--- config.mk ---
export PLATFORM = sky130hd
export DESIGN_NAME = pc_stack_flat
export DESIGN_NICKNAME = d
export VERILOG_FILES = /design/src/rtl/pc_stack_if.sv /design/src/rtl/pc_stack.sv /design/src/flat_wrapper.sv
export SDC_FILE = /design/constraint.sdc
export NUM_CORES = 1
export LEC_CHECK = 0
export BUFFER_PORTS_ARGS = -buffer_cell sky130_fd_sc_hd__buf_2
export CORE_MARGIN = 2
export CORE_UTILIZATION = 65
export DETAILED_ROUTE_END_ITERATION = 10
export GPL_TIMING_DRIVEN = 0
export PLACE_DENSITY = 0.93
export RECOVER_POWER = 50
export SETUP_SLACK_MARGIN = 0.5
export SLEW_MARGIN = 10
export SYNTH_ARGS = -nofsm -noshare
export SYNTH_HDL_FRONTEND = slang
export SYNTH_SLANG_ARGS = --single-unit
--- constraint.sdc ---
create_clock -name I_clk -period 5.1 [get_ports I_clk]
set_input_delay 0.255 -clock I_clk [delete_from_list [all_inputs] [get_ports I_clk]]
set_output_delay 0.255 -clock I_clk [all_outputs]
set_load 0.005 [all_outputs]
--- src/rtl/pc_stack_if.sv ---
`default_nettype none
// ============================================================================
// Module      : pc_stack_if
// Description : Fetch-side bundle between decode/branch logic and the
//               program counter with return-address stack.
//               master : decode/branch logic (drives operation and operands)
//               slave  : pc_stack (returns PC, link, depth and sticky flags)
// Signals     : I_enable   advance/update strobe (0 = stall)
//               I_op       operation code (INC/JUMP/BRANCH/CALL/RET/HOLD)
//               I_target   absolute target for JUMP and CALL
//               I_offset   two's-complement offset for BRANCH
//               O_out      current PC
//               O_link     top-of-stack return address (0 when empty)
//               O_depth    number of valid stack entries
//               O_overflow sticky CALL-while-full flag
//               O_underflow sticky RET-while-empty flag
// Revision    : 1.0 - initial release
// ============================================================================
interface pc_stack_if #(
    parameter int WIDTH = 16,
    parameter int DW    = 4
);
    logic             I_enable;
    logic [2:0]       I_op;
    logic [WIDTH-1:0] I_target;
    logic [WIDTH-1:0] I_offset;
    logic [WIDTH-1:0] O_out;
    logic [WIDTH-1:0] O_link;
    logic [DW-1:0]    O_depth;
    logic             O_overflow;
    logic             O_underflow;

    modport master (
        output I_enable, I_op, I_target, I_offset,
        input  O_out, O_link, O_depth, O_overflow, O_underflow
    );

    modport slave (
        input  I_enable, I_op, I_target, I_offset,
        output O_out, O_link, O_depth, O_overflow, O_underflow
    );
endinterface
`default_nettype wire

--- src/rtl/pc_stack.sv ---
`default_nettype none
// ============================================================================
// Module      : pc_stack
// Description : Parametrised program counter with increment, absolute jump,
//               PC-relative branch and a hardware return-address stack for
//               CALL/RET. All outputs are registered; every update happens on
//               the rising edge of I_clk when bus.I_enable is high.
// Ports       : I_clk    clock, rising edge
//               I_reset  synchronous, active-high reset (priority over all)
//               bus      pc_stack_if.slave (operation in, PC/stack state out)
// Revision    : 1.0 - initial release
// ============================================================================
module pc_stack #(
    parameter int               WIDTH     = 16,
    parameter int               STEP      = 2,
    parameter logic [WIDTH-1:0] RESET_VEC = '0,
    parameter int               DEPTH     = 8,
    parameter int               DW        = $clog2(DEPTH + 1)
) (
    input logic        I_clk,
    input logic        I_reset,
    pc_stack_if.slave  bus
);

    localparam int               c_PW       = $clog2(DEPTH);
    localparam logic [2:0]       c_OP_INC    = 3'd0;
    localparam logic [2:0]       c_OP_JUMP   = 3'd1;
    localparam logic [2:0]       c_OP_BRANCH = 3'd2;
    localparam logic [2:0]       c_OP_CALL   = 3'd3;
    localparam logic [2:0]       c_OP_RET    = 3'd4;
    localparam logic [WIDTH-1:0] c_STEP      = WIDTH'(STEP);
    localparam logic [DW-1:0]    c_DEPTH_MAX = DW'(DEPTH);
    localparam logic [DW-1:0]    c_ONE       = DW'(1);

    logic [WIDTH-1:0] pc_q,    pc_d;
    logic [WIDTH-1:0] link_q,  link_d;
    logic [DW-1:0]    depth_q, depth_d;
    logic             ovf_q,   ovf_d;
    logic             unf_q,   unf_d;
    logic [WIDTH-1:0] stack_q [DEPTH];
    logic [WIDTH-1:0] stack_d [DEPTH];

    logic [WIDTH-1:0] w_seq_pc;
    logic             w_full;
    logic             w_empty;
    logic [c_PW-1:0]  w_push_idx;
    logic [c_PW-1:0]  w_top_idx;
    logic [c_PW-1:0]  w_below_idx;

    // Depth doubles as the stack pointer: entry depth-1 is the top.
    assign w_seq_pc    = pc_q + c_STEP;
    assign w_full      = (depth_q == c_DEPTH_MAX);
    assign w_empty     = (depth_q == '0);
    assign w_push_idx  = c_PW'(depth_q);
    assign w_top_idx   = c_PW'(depth_q - c_ONE);
    assign w_below_idx = c_PW'(depth_q - DW'(2));

    always_comb begin
        pc_d    = pc_q;
        link_d  = link_q;
        depth_d = depth_q;
        ovf_d   = ovf_q;
        unf_d   = unf_q;
        stack_d = stack_q;

        if (bus.I_enable) begin
            case (bus.I_op)
                c_OP_INC: begin
                    pc_d = w_seq_pc;
                end
                c_OP_JUMP: begin
                    pc_d = bus.I_target;
                end
                c_OP_BRANCH: begin
                    // Relative to the current instruction, not the next one.
                    pc_d = pc_q + bus.I_offset;
                end
                c_OP_CALL: begin
                    // The jump is taken even when the push has to be dropped.
                    pc_d = bus.I_target;
                    if (w_full) begin
                        ovf_d = 1'b1;
                    end else begin
                        stack_d[w_push_idx] = w_seq_pc;
                        depth_d             = depth_q + c_ONE;
                        link_d              = w_seq_pc;
                    end
                end
                c_OP_RET: begin
                    if (w_empty) begin
                        pc_d  = w_seq_pc;
                        unf_d = 1'b1;
                    end else begin
                        pc_d    = stack_q[w_top_idx];
                        depth_d = depth_q - c_ONE;
                        // Link is registered, so pre-load the entry that
                        // becomes the new top (or 0 once the stack drains).
                        link_d  = (depth_q == c_ONE) ? '0 : stack_q[w_below_idx];
                    end
                end
                default: begin
                    // HOLD and reserved opcodes leave all state untouched.
                end
            endcase
        end
    end

    always_ff @(posedge I_clk) begin
        if (I_reset) begin
            pc_q    <= RESET_VEC;
            link_q  <= '0;
            depth_q <= '0;
            ovf_q   <= 1'b0;
            unf_q   <= 1'b0;
        end else begin
            pc_q    <= pc_d;
            link_q  <= link_d;
            depth_q <= depth_d;
            ovf_q   <= ovf_d;
            unf_q   <= unf_d;
        end
    end

    // Entry contents need no reset: depth=0 marks them all invalid.
    always_ff @(posedge I_clk) begin
        if (!I_reset) begin
            stack_q <= stack_d;
        end
    end

    assign bus.O_out       = pc_q;
    assign bus.O_link      = link_q;
    assign bus.O_depth     = depth_q;
    assign bus.O_overflow  = ovf_q;
    assign bus.O_underflow = unf_q;

endmodule
`default_nettype wire

--- src/flat_wrapper.sv ---
// flat-port wrapper written by rule: the top's interface ports become plain ports
module pc_stack_flat 
#(
    parameter int               WIDTH     = 16,
    parameter int               STEP      = 2,
    parameter logic [WIDTH-1:0] RESET_VEC = '0,
    parameter int               DEPTH     = 8,
    parameter int               DW        = $clog2(DEPTH + 1)
)
  (I_clk, I_reset, bus_I_enable, bus_I_op, bus_I_target, bus_I_offset, bus_O_out, bus_O_link, bus_O_depth, bus_O_overflow, bus_O_underflow);
  pc_stack_if #(.WIDTH(WIDTH), .DW(DW)) bus_i ();
  input logic I_clk;
  input logic I_reset;
  input wire logic [$bits(bus_i.I_enable)-1:0] bus_I_enable;
  input wire logic [$bits(bus_i.I_op)-1:0] bus_I_op;
  input wire logic [$bits(bus_i.I_target)-1:0] bus_I_target;
  input wire logic [$bits(bus_i.I_offset)-1:0] bus_I_offset;
  output wire logic [$bits(bus_i.O_out)-1:0] bus_O_out;
  output wire logic [$bits(bus_i.O_link)-1:0] bus_O_link;
  output wire logic [$bits(bus_i.O_depth)-1:0] bus_O_depth;
  output wire logic [$bits(bus_i.O_overflow)-1:0] bus_O_overflow;
  output wire logic [$bits(bus_i.O_underflow)-1:0] bus_O_underflow;
  assign bus_i.I_enable = bus_I_enable;
  assign bus_i.I_op = bus_I_op;
  assign bus_i.I_target = bus_I_target;
  assign bus_i.I_offset = bus_I_offset;
  assign bus_O_out = bus_i.O_out;
  assign bus_O_link = bus_i.O_link;
  assign bus_O_depth = bus_i.O_depth;
  assign bus_O_overflow = bus_i.O_overflow;
  assign bus_O_underflow = bus_i.O_underflow;
  pc_stack #(.WIDTH(WIDTH), .STEP(STEP), .RESET_VEC(RESET_VEC), .DEPTH(DEPTH), .DW(DW)) u_core (.I_clk(I_clk), .I_reset(I_reset), .bus(bus_i));
endmodule
Yosys cells after proc, flatten, opt, wreduce, memory -nomap -nowiden
Cells that the tools add are included.

word-level totals
  register bits = 166
  bits of input ports = 38
  output and inout port bits = 38
  logic and storage cells = 64

cells by class
  $add $sub $neg = 5
  $lt $le $gt $ge = 4
  eq/ne operators = 8
  muxes and demuxes = 18
  bitwise logic cells = 5
  reductions and logical operators = 11

operators with widths
  operator                 count
  $mux W16                 9
  $bwmux W128              1
  $bmux W16 S3             2
  $pmux W16 S4             1
  $demux W16 S3            1
  $pmux W16 S2             1
  $add A16 B16 Y16         1
  $add A16 B2 Y16 const B  1
  $ge A4 B4 Y1 const B     3
  $not A3 Y4               3
  $mux W4                  2
  $pmux W4 S2              1
  $reduce_and A4 Y1        2
  $eq A3 B2 Y1 const B     2
  $reduce_and A3 Y1        2
  $add A4 B1 Y4 const B    1
  $eq A4 B1 Y1 const B     1
  $eq A4 B4 Y1 const B     1
  $logic_not A4 Y1         1
  $lt A4 B1 Y1 const B     1
  $ne A2 B2 Y1 const B     2
  $reduce_bool A4 Y1       1
  $sub A4 B1 Y4 const B    1
  $eq A3 B1 Y1 const B     1
  other kinds (8)          9

Logic depth before layout (Yosys ltp)
Gate-level depths: netlist of run 1.

  word-level depth = 8
  mapped depth = 13
  gate-level depth less buffers = 9

Worst setup path after synthesis of run 1
No wires, ideal clock.

  path kind = register to register
  from = register u_core.depth_q[0] (netlist: u_core.bus.O_depth[0])
  to = register u_core.pc_q[14] (netlist: u_core.bus.O_out[14])
  setup time = 0.119 ns
  arrival = 3.132 ns
  data required time = 4.981 ns
  setup slack = 1.849 ns
  stages on the path, launching flop included = 13
  buffers on the path = 6
  period minus slack after synthesis = 3.251 ns
  cell sequence = dfxtp_1 > buf_2 > buf_2 > buf_4 > buf_4 > inv_1 > ha_1 > buf_2 > buf_2 > mux4_2 > mux2_2 > a221o_1 > o221a_2

on the way
  longest elaborated chain between the ends = 7
  elaborated cells between the ends (all ways) = 8
  classes of those cells = 1 x add/sub; 5 x mux; 1 x bitwise; 1 x reduce/logical

RTL lines
  element                                       line             source
  start, declared                               pc_stack.sv:37   logic [DW-1:0] depth_q, depth_d;
  start signal, assigned                        pc_stack.sv:118  depth_q <= depth_d;
  $sub A4 B1 Y4                                 pc_stack.sv:55   assign w_top_idx = c_PW'(depth_q - c_ONE);
  net u_core.w_top_idx[0]                       pc_stack.sv:47   logic [c_PW-1:0] w_top_idx;
  $not A3 Y4 (not written as such)              pc_stack.sv:94   pc_d = stack_q[w_top_idx];
  $bmux W16 S3                                  pc_stack.sv:94
  $mux W16 (not written as such) (2 in series)  pc_stack.sv:94
  $mux W16                                      pc_stack.sv:90   if (w_empty) begin
  $pmux W16 S4                                  pc_stack.sv:67   case (bus.I_op)
  end signal, assigned                          pc_stack.sv:116  pc_q <= pc_d;
  end, declared                                 pc_stack.sv:35   logic [WIDTH-1:0] pc_q, pc_d;

The timed path passes the listed nets, and every way through them passes these cells. The select of a mux whose other input is x is not followed.
A chain may end at the register's enable or synchronous reset.

Worst setup path in the final report of run 1
  from = register u_core.depth_q[1] (netlist: u_core.bus.O_depth[1])
  to = register u_core.pc_q[3] (netlist: u_core.bus.O_out[3])

on the way
  longest elaborated chain between the ends = 7
  elaborated cells between the ends (all ways) = 8
  classes of those cells = 1 x add/sub; 5 x mux; 1 x bitwise; 1 x reduce/logical

RTL lines
  element                                       line
  $sub A4 B1 Y4                                 pc_stack.sv:55
  $not A3 Y4 (not written as such)              pc_stack.sv:94
  $bmux W16 S3                                  pc_stack.sv:94
  $mux W16 (not written as such) (2 in series)  pc_stack.sv:94
  $mux W16 (*)                                  pc_stack.sv:90
  $pmux W16 S4 (*)                              pc_stack.sv:67

Every way passes the cells marked *; elsewhere a longest branch is shown, timed or not. The select of a mux whose other input is x is not followed.

==> results of run 1 <==
## flip-flops by register name, summed over array words and instances, names as in the netlist
signal / flops
u_core.stack_q: 128
u_core.bus.O_link: 16
u_core.bus.O_out: 16
u_core.bus.O_depth: 4
u_core.bus.O_overflow: 1
u_core.bus.O_underflow: 1
## synth_stat cells (all sizes together), types with 12 or more instances
cell / n / area (um2)
o21ai: 29 / 145.1
mux4: 64 / 1441
ha: 23 / 287.8
clkbuf: 23 / 87.58
edfxtp: 128 / 3844
inv: 19 / 71.32
nor2: 53 / 201.5
xor2: 12 / 105.1
a211oi: 17 / 127.6
nand2: 32 / 120.1
mux2i: 23 / 230.2
a21oi: 34 / 170.2
dfxtp: 38 / 760.7
buf: 21 / 113.9
## final cells by class
class	count	share of cell area, %
plain buffers	44	2.037
repair buffers	75	3.545
clock buffers	21	4.425
multi-input cells	431	39.94
flip-flops and latches	166	46.27
inverters	19	0.7166
clock inverters	11	0.8549
well taps	176	2.213
## worst paths after layout
kind | startpoint | depth (start not counted) | endpoint
worst min register to register | u_core.bus.O_overflow$_SDFFE_PP0P_ | 2 | u_core.bus.O_overflow$_SDFFE_PP0P_
worst min-delay path | bus_I_target[11] | 3 | u_core.bus.O_out[11]$_SDFFE_PP0P_
worst max-delay path | u_core.bus.O_depth[1]$_SDFFE_PP0P_ | 11 | u_core.bus.O_out[3]$_SDFFE_PP0P_
worst max register to register | u_core.bus.O_depth[1]$_SDFFE_PP0P_ | 11 | u_core.bus.O_out[3]$_SDFFE_PP0P_
## kinds of logic (layout without fill, tap and decap cells)
kind of cell,Yosys count,count (layout),share of synthesized area [%]
flip-flops,166,166,52.02
AO/OA/AOI/OAI,147,147,11.28
AND/OR/NAND/NOR,141,141,7.804
multiplexers,97,97,20.16
buffers and inverters,63,170,3.082
adder cells (fa/ha/maj),24,24,3.478
XOR/XNOR,22,22,2.177
## metal layers
metal,share of wire [%],vias up,track usage [%]
met3,12,140,9.764
met1,35,3370,51.08
met5,0,-,0
li1,-,2825,-
met2,47,627,60.49
met4,5.4,0,17.51
## placed cells by master, fill, tap and decap left out, types with 7 or more instances in the layout
| master | instances |
|---|---|
| clkbuf_16 | 17 |
| o21ai_0 | 28 |
| nand2_1 | 32 |
| nand3_1 | 11 |
| and2_1 | 8 |
| nor2_1 | 52 |
| a21oi_1 | 34 |
| inv_1 | 19 |
| mux2_2 | 10 |
| mux2i_1 | 23 |
| a221oi_1 | 9 |
| clkbuf_1 | 44 |
| ha_1 | 23 |
| dfxtp_1 | 38 |
| nor3_1 | 7 |
| xor2_1 | 12 |
| a31oi_1 | 10 |
| a21o_1 | 9 |
| buf_2 | 68 |
| mux4_2 | 64 |
| o221ai_1 | 9 |
| xnor2_1 | 10 |
| a211oi_1 | 17 |
| edfxtp_1 | 128 |
## worst max-delay path: stages, from the launching register on
cell and delay (ns):
dfxtp_1 0.43, clkbuf_1 0.43, clkbuf_1 0.67, inv_1 0.27, ha_1 0.36, buf_2 0.25
buf_2 0.40, buf_2 0.42, mux4_2 0.37, mux2i_1 0.36, o221ai_1 0.22, o211a_1 0.18
## repair_timing
item	CTS	global route
buffers inserted	0	0
setup endpoints to repair	1	0
resized for setup	1	0
## power by group through the flow
stage,registers (mW),logic (mW),clock network (mW)
2_1_floorplan,1.52,0.177,0
3_3_place_gp,1.53,0.260,0
3_5_place_dp,1.53,0.274,0
4_1_cts,1.50,0.277,1.16
5_1_grt,1.50,0.306,1.22
6_report,1.50,0.287,1.17
==> results by group, run 1 <==
Run status
  – Status: finished, final reports clean

Cells and area
  – Fillers: 836
  – Layout cells sized above 1: 23.60%
  – Final cell count without fillers: 943
  – P&R area growth vs syn: 12.44%
  – Final instance area: 9952 um2
  – FF+latch area: 4604 um2
  – Util after Layout: 74.85%
  – Multi-input combinational cell area: 3975 um2
  – N_diodes: 0
  – Nets: 816

Die
  – DIE AREA: 14570 um2
  – I/O Pins: 76
  – Die width: 120.7 um
  – Initial Util: 66.57%
  – FP Rows: 42
  – Core ar.: 13300 um2
  – Die H: 120.7 um

Timing
  – Period minus WS final: 4.479 ns
  – RSZ-0062 raised after global routing: no
  – Peak Freq: 223.3 MHz
  – WHS: 0.1426 ns
  – Setup violators final: 0
  – Final hold vios: 0
  – Worst Max-Slew Pin Slew: 1.192 ns
  – Relative slew margins: 20.51%
  – Clk_skew: 0.007937 ns
  – Worst setup margin: 0.6214 ns
  – Pins over their slew limit: 0
  – Final setup TNS: 0 ns
  – Fin crit share: 87.81%

Placement
  – Global placement routability congestion: 1.034
  – Port bufs: 75
  – Placed cell areas: 9447 um2
  – Detail Placement HPWL: 18.21 mm
  – Placed cell count: 911
  – Setup WS pre-CTS: 0.5347 ns

Detailed routing
  – Antenna viol nets, final: 0
  – Via density: 7.383
  – Via count: 6962
  – Initial drt markers: 1242
  – Avg WL per Cell: 28.54 um
  – Number of remaining DRC errors: 0
  – DRT Wirelength: 26.92 mm
  – TritonRoute pass-1 iters: 7

Critical path
  – R2R setup slack: 0.62 ns
  – Worst Setup End Kind: flop
  – Critical path peak fanout: 10
  – Crit path kind: reg2reg
  – Critical Path AT: 4.80 ns
  – Critical path startpoint category: flop
  – Req. time, crit path: 5.42 ns

Yosys
  – Avg Inst Size Synth: 13.41 um2
  – Ys flop type: edfxtp_1
  – Cell Area, Synth: 8851 um2
  – Syn nets: 722
  – Cell count after synthesis: 660
  – Async S/R FF share, synth: 0%
  – Yosys warnings: 0
  – Sequential area share after synthesis: 52.02%
  – EDFF count, synth: 128
  – Seq cells post-synth: 166
  – Synth cell types: 63

Power
  – Switching share of total power: 24.12%
  – Max rail drop VDD: 414.8 uV
  – PnR Total Power: 2.958 mW
  – Logic gate share of total power: 9.7%
  – Int Pwr: 2.244 mW
  – Sequential Power Share: 50.9%
  – Leak: 3.460 nW
  – Psw: 0.7134 mW
  – Clk network pwr share: 39.4%
  – Pwr dens: 297.2 nW/um2

Clocking
  – Clock transition at path regs: 0.06 ns
  – CTS tree: yes
  – Clock sink count: 166
  – CTS Buf Count: 17
  – Clock buffer depth: 2
  – CTS Root Cell: clkbuf_16
  – H-tree depth: 4
  – Post-CTS Hold Buffers: 0
  – Worst-skew pair later-pin latency: 0.43 ns

Global route
  – First-pass GRT wire length: 39.88 mm
  – Grt total ovfl: 0
  – Pin count of the biggest net entering global routing: 17
  – Tot GR Track Use: 38.48%
  – Vias in the first global route: 6788
  – Initial antenna violation count: 0

Flow run
  – Max Cap Viol: 0

Worst hold path
  – HP Class: in2reg
Note: power is estimated with default switching activity, not from simulation.
==> run 2: changes to the inputs <==
- CORE_UTILIZATION: 65 -> 28
- PLACE_DENSITY: 0.93 -> 0.51
==> run 2 against run 1 <==
Against the previous run:
- flip-flop and latch count did not move
- total power rose by 5.3%
- largest cell class unchanged
- core utilization fell by 42 points
- first-iteration DRC count fell by 54%
- combinational power fell by 2%
==> results by group, run 2 (synthesized netlist as in run 1, its figures left out) <==
Run status
  – Status: finished, final reports clean

Critical path
  – Worst Setup End Kind: flop
  – Critical path peak fanout: 10 (unchanged)
  – Worst-case reg-to-reg path depth: 12 (+1)
  – Critical path startpoint category: flop
  – Req. time, crit path: 5.43 ns (about the same)
  – Critical Path AT: 4.63 ns (-0.17 ns)
  – Crit path kind: reg2reg

Timing
  – Worst Max-Slew Pin Slew: 1.189 ns (-0.002895 ns)
  – Pins over their slew limit: 0 (unchanged)
  – Peak Freq: 232.3 MHz (+4.1%)
  – Fin crit share: 84.40% (-3.4 points)
  – Relative slew margins: 20.43% (-0.076 points)
  – Final hold vios: 0 (unchanged)
  – Clk_skew: 0.01192 ns (+0.003983 ns)
  – RSZ-0062 raised after global routing: no
  – Worst setup margin: 0.7958 ns (+0.1743 ns)
  – Period minus WS final: 4.304 ns (-0.1743 ns)
  – Setup violators final: 0 (unchanged)
  – WHS: 0.09450 ns (-0.04813 ns)
  – Final setup TNS: 0 ns (unchanged)

Clocking
  – Clock transition at path regs: 0.07 ns (about the same)
  – CTS Root Cell: clkbuf_16
  – Clock buffer depth: 2 (unchanged)
  – CTS Buf Count: 17 (unchanged)
  – Worst-skew pair later-pin latency: 0.44 ns (about the same)
  – Post-CTS Repair Setup Buffers: 0 (unchanged)
  – Post-CTS Hold Buffers: 0 (unchanged)
  – Clock sink count: 166 (unchanged)
  – H-tree depth: 4 (unchanged)
  – CTS tree: yes

Cells and area
  – Nets: 816 (unchanged)
  – Layout cells sized above 1: 23.99% (+0.39 points)
  – Commonest non-fill, non-tap cell in the layout: edfxtp_1
  – Top reg by flops: u_core.stack_q
  – Largest register FFs: 128 (unchanged)
  – Final cell count without fillers: 1169 (+24%)
  – N_diodes: 0 (unchanged)
  – P&R area growth vs syn: 16.51%
  – Most frequent cells in the layout: edfxtp_1, mux4_2, buf_2, nor2_1, clkbuf_1

Global route
  – Pin count of the biggest net entering global routing: 17 (unchanged)
  – Initial antenna violation count: 1 (+1)
  – Vias in the first global route: 6272 (-7.6%)
  – First-pass GRT wire length: 39.98 mm (+0.24%)
  – Grt total ovfl: 0 (unchanged)
  – Tot GR Track Use: 16.56% (-22 points)

Worst hold path
  – Worst Hold Depth: 2 (-1)
  – HP Class: in2reg

Power
  – Max rail drop VDD: 220.5 uV (-47%)
  – PnR Total Power: 3.116 mW (+5.3%)
  – Pwr dens: 302.1 nW/um2 (+1.7%)
  – Leak: 3.491 nW (+0.90%)

Placement
  – Port bufs: 75 (unchanged)
  – Placed cell count: 1137 (+25%)
  – Global placement routability congestion: 0.8331 (-19%)
  – Detail Placement HPWL: 18.93 mm (+3.9%)
  – Setup WS pre-CTS: 0.6756 ns (+0.1409 ns)

Detailed routing
  – TritonRoute pass-1 iters: 5 (-2)
  – Initial drt markers: 574 (-54%)
  – Via density: 5.343 (-28%)
  – Via count: 6246 (-10%)
  – Antenna viol nets, final: 0 (unchanged)
  – Number of remaining DRC errors: 0 (unchanged)
  – Avg WL per Cell: 22.78 um (-20%)
  – DRT Wirelength: 26.63 mm (-1.1%)

Die
  – DIE AREA: 33050 um2 (+130%)
  – Initial Util: 28.27% (-38 points)
  – Die H: 181.8 um (+51%)
  – Core ar.: 31310 um2 (+140%)
  – Die width: 181.8 um (+51%)
  – FP Rows: 65 (+55%)
  – I/O Pins: 76 (unchanged)

Flow run
  – Max Cap Viol: 0 (unchanged)
==> run 2: cell count changes in the layout (fill, tap and decap cells not counted), sizes merged <==
cell / before / now
inv: 19 / 22
bufinv: 1 / 2
clkinvlp: 3 / 1
clkbuf: 63 / 65
buf: 77 / 73
==> run 2: timing repair <==
action,in CTS,in global routing
endpoints found under the hold margin,0,0
setup endpoints to repair,0,3
gates resized for setup,0,2
==> run 2: worst max-delay path: stages (launching register included) <==
cell	delay, ns
dfxtp_1	0.38
buf_2	0.25
buf_2	0.36
buf_4	0.32
buf_4	0.28
inv_1	0.09
ha_1	0.26
xor2_1	0.93
buf_4	0.41
mux2i_1	0.47
o221ai_1	0.24
nand2_1	0.11
nand3_1	0.06
==> run 2: path summary, 6_finish.rpt <==
check                                                          end                          startpoint  slack, ns
worst min-delay path              u_core.bus.O_out[0]$_SDFFE_PP0P_                        bus_I_enable       0.09
worst max-delay path             u_core.bus.O_out[10]$_SDFFE_PP0P_  u_core.bus.O_depth[0]$_SDFFE_PP0P_       0.80
worst min register to register  u_core.bus.O_overflow$_SDFFE_PP0P_  u_core.bus.O_overflow$_SDFFE_PP0P_       0.46
worst max register to register   u_core.bus.O_out[10]$_SDFFE_PP0P_  u_core.bus.O_depth[0]$_SDFFE_PP0P_       0.80
==> run 2: per-stage QoR <==
step                cell area, um2  utilization, %
global placement              9729           31.07
finish                       10310           32.94
detailed placement            9734           31.09
floorplan                     8851               -
global route                 10310           32.94
CTS                          10340           33.04
==> run 2: where the power goes <==
part	total, mW	switching, mW	internal [mW]
combinational	0.280	0.178	0.103
clock	1.33	0.564	0.769
sequential	1.50	0.0233	1.48
==> run 2: routing by layer <==
metal  global-route usage (%)  up-vias  share of wire (%)
li1                         -     2821                  -
met1                    23.11     3190                 46
met2                    25.85      198                 46
met3                    3.269       35                5.4
met4                    5.528        2                2.1
met5                        0        -              0.049
==> run 2: layout make-up <==
cell class / instances / area, um2
Multi-Input combinational cell: 431 / 3975
Tap cell: 402 / 503.0
Buffer: 44 / 202.7
Fill cell: 3073 / 21000
Inverter: 19 / 71.32
Sequential cell: 166 / 4604
Clock buffer: 19 / 464.2
Clock inverter: 13 / 145.1
Timing Repair Buffer: 75 / 346.6
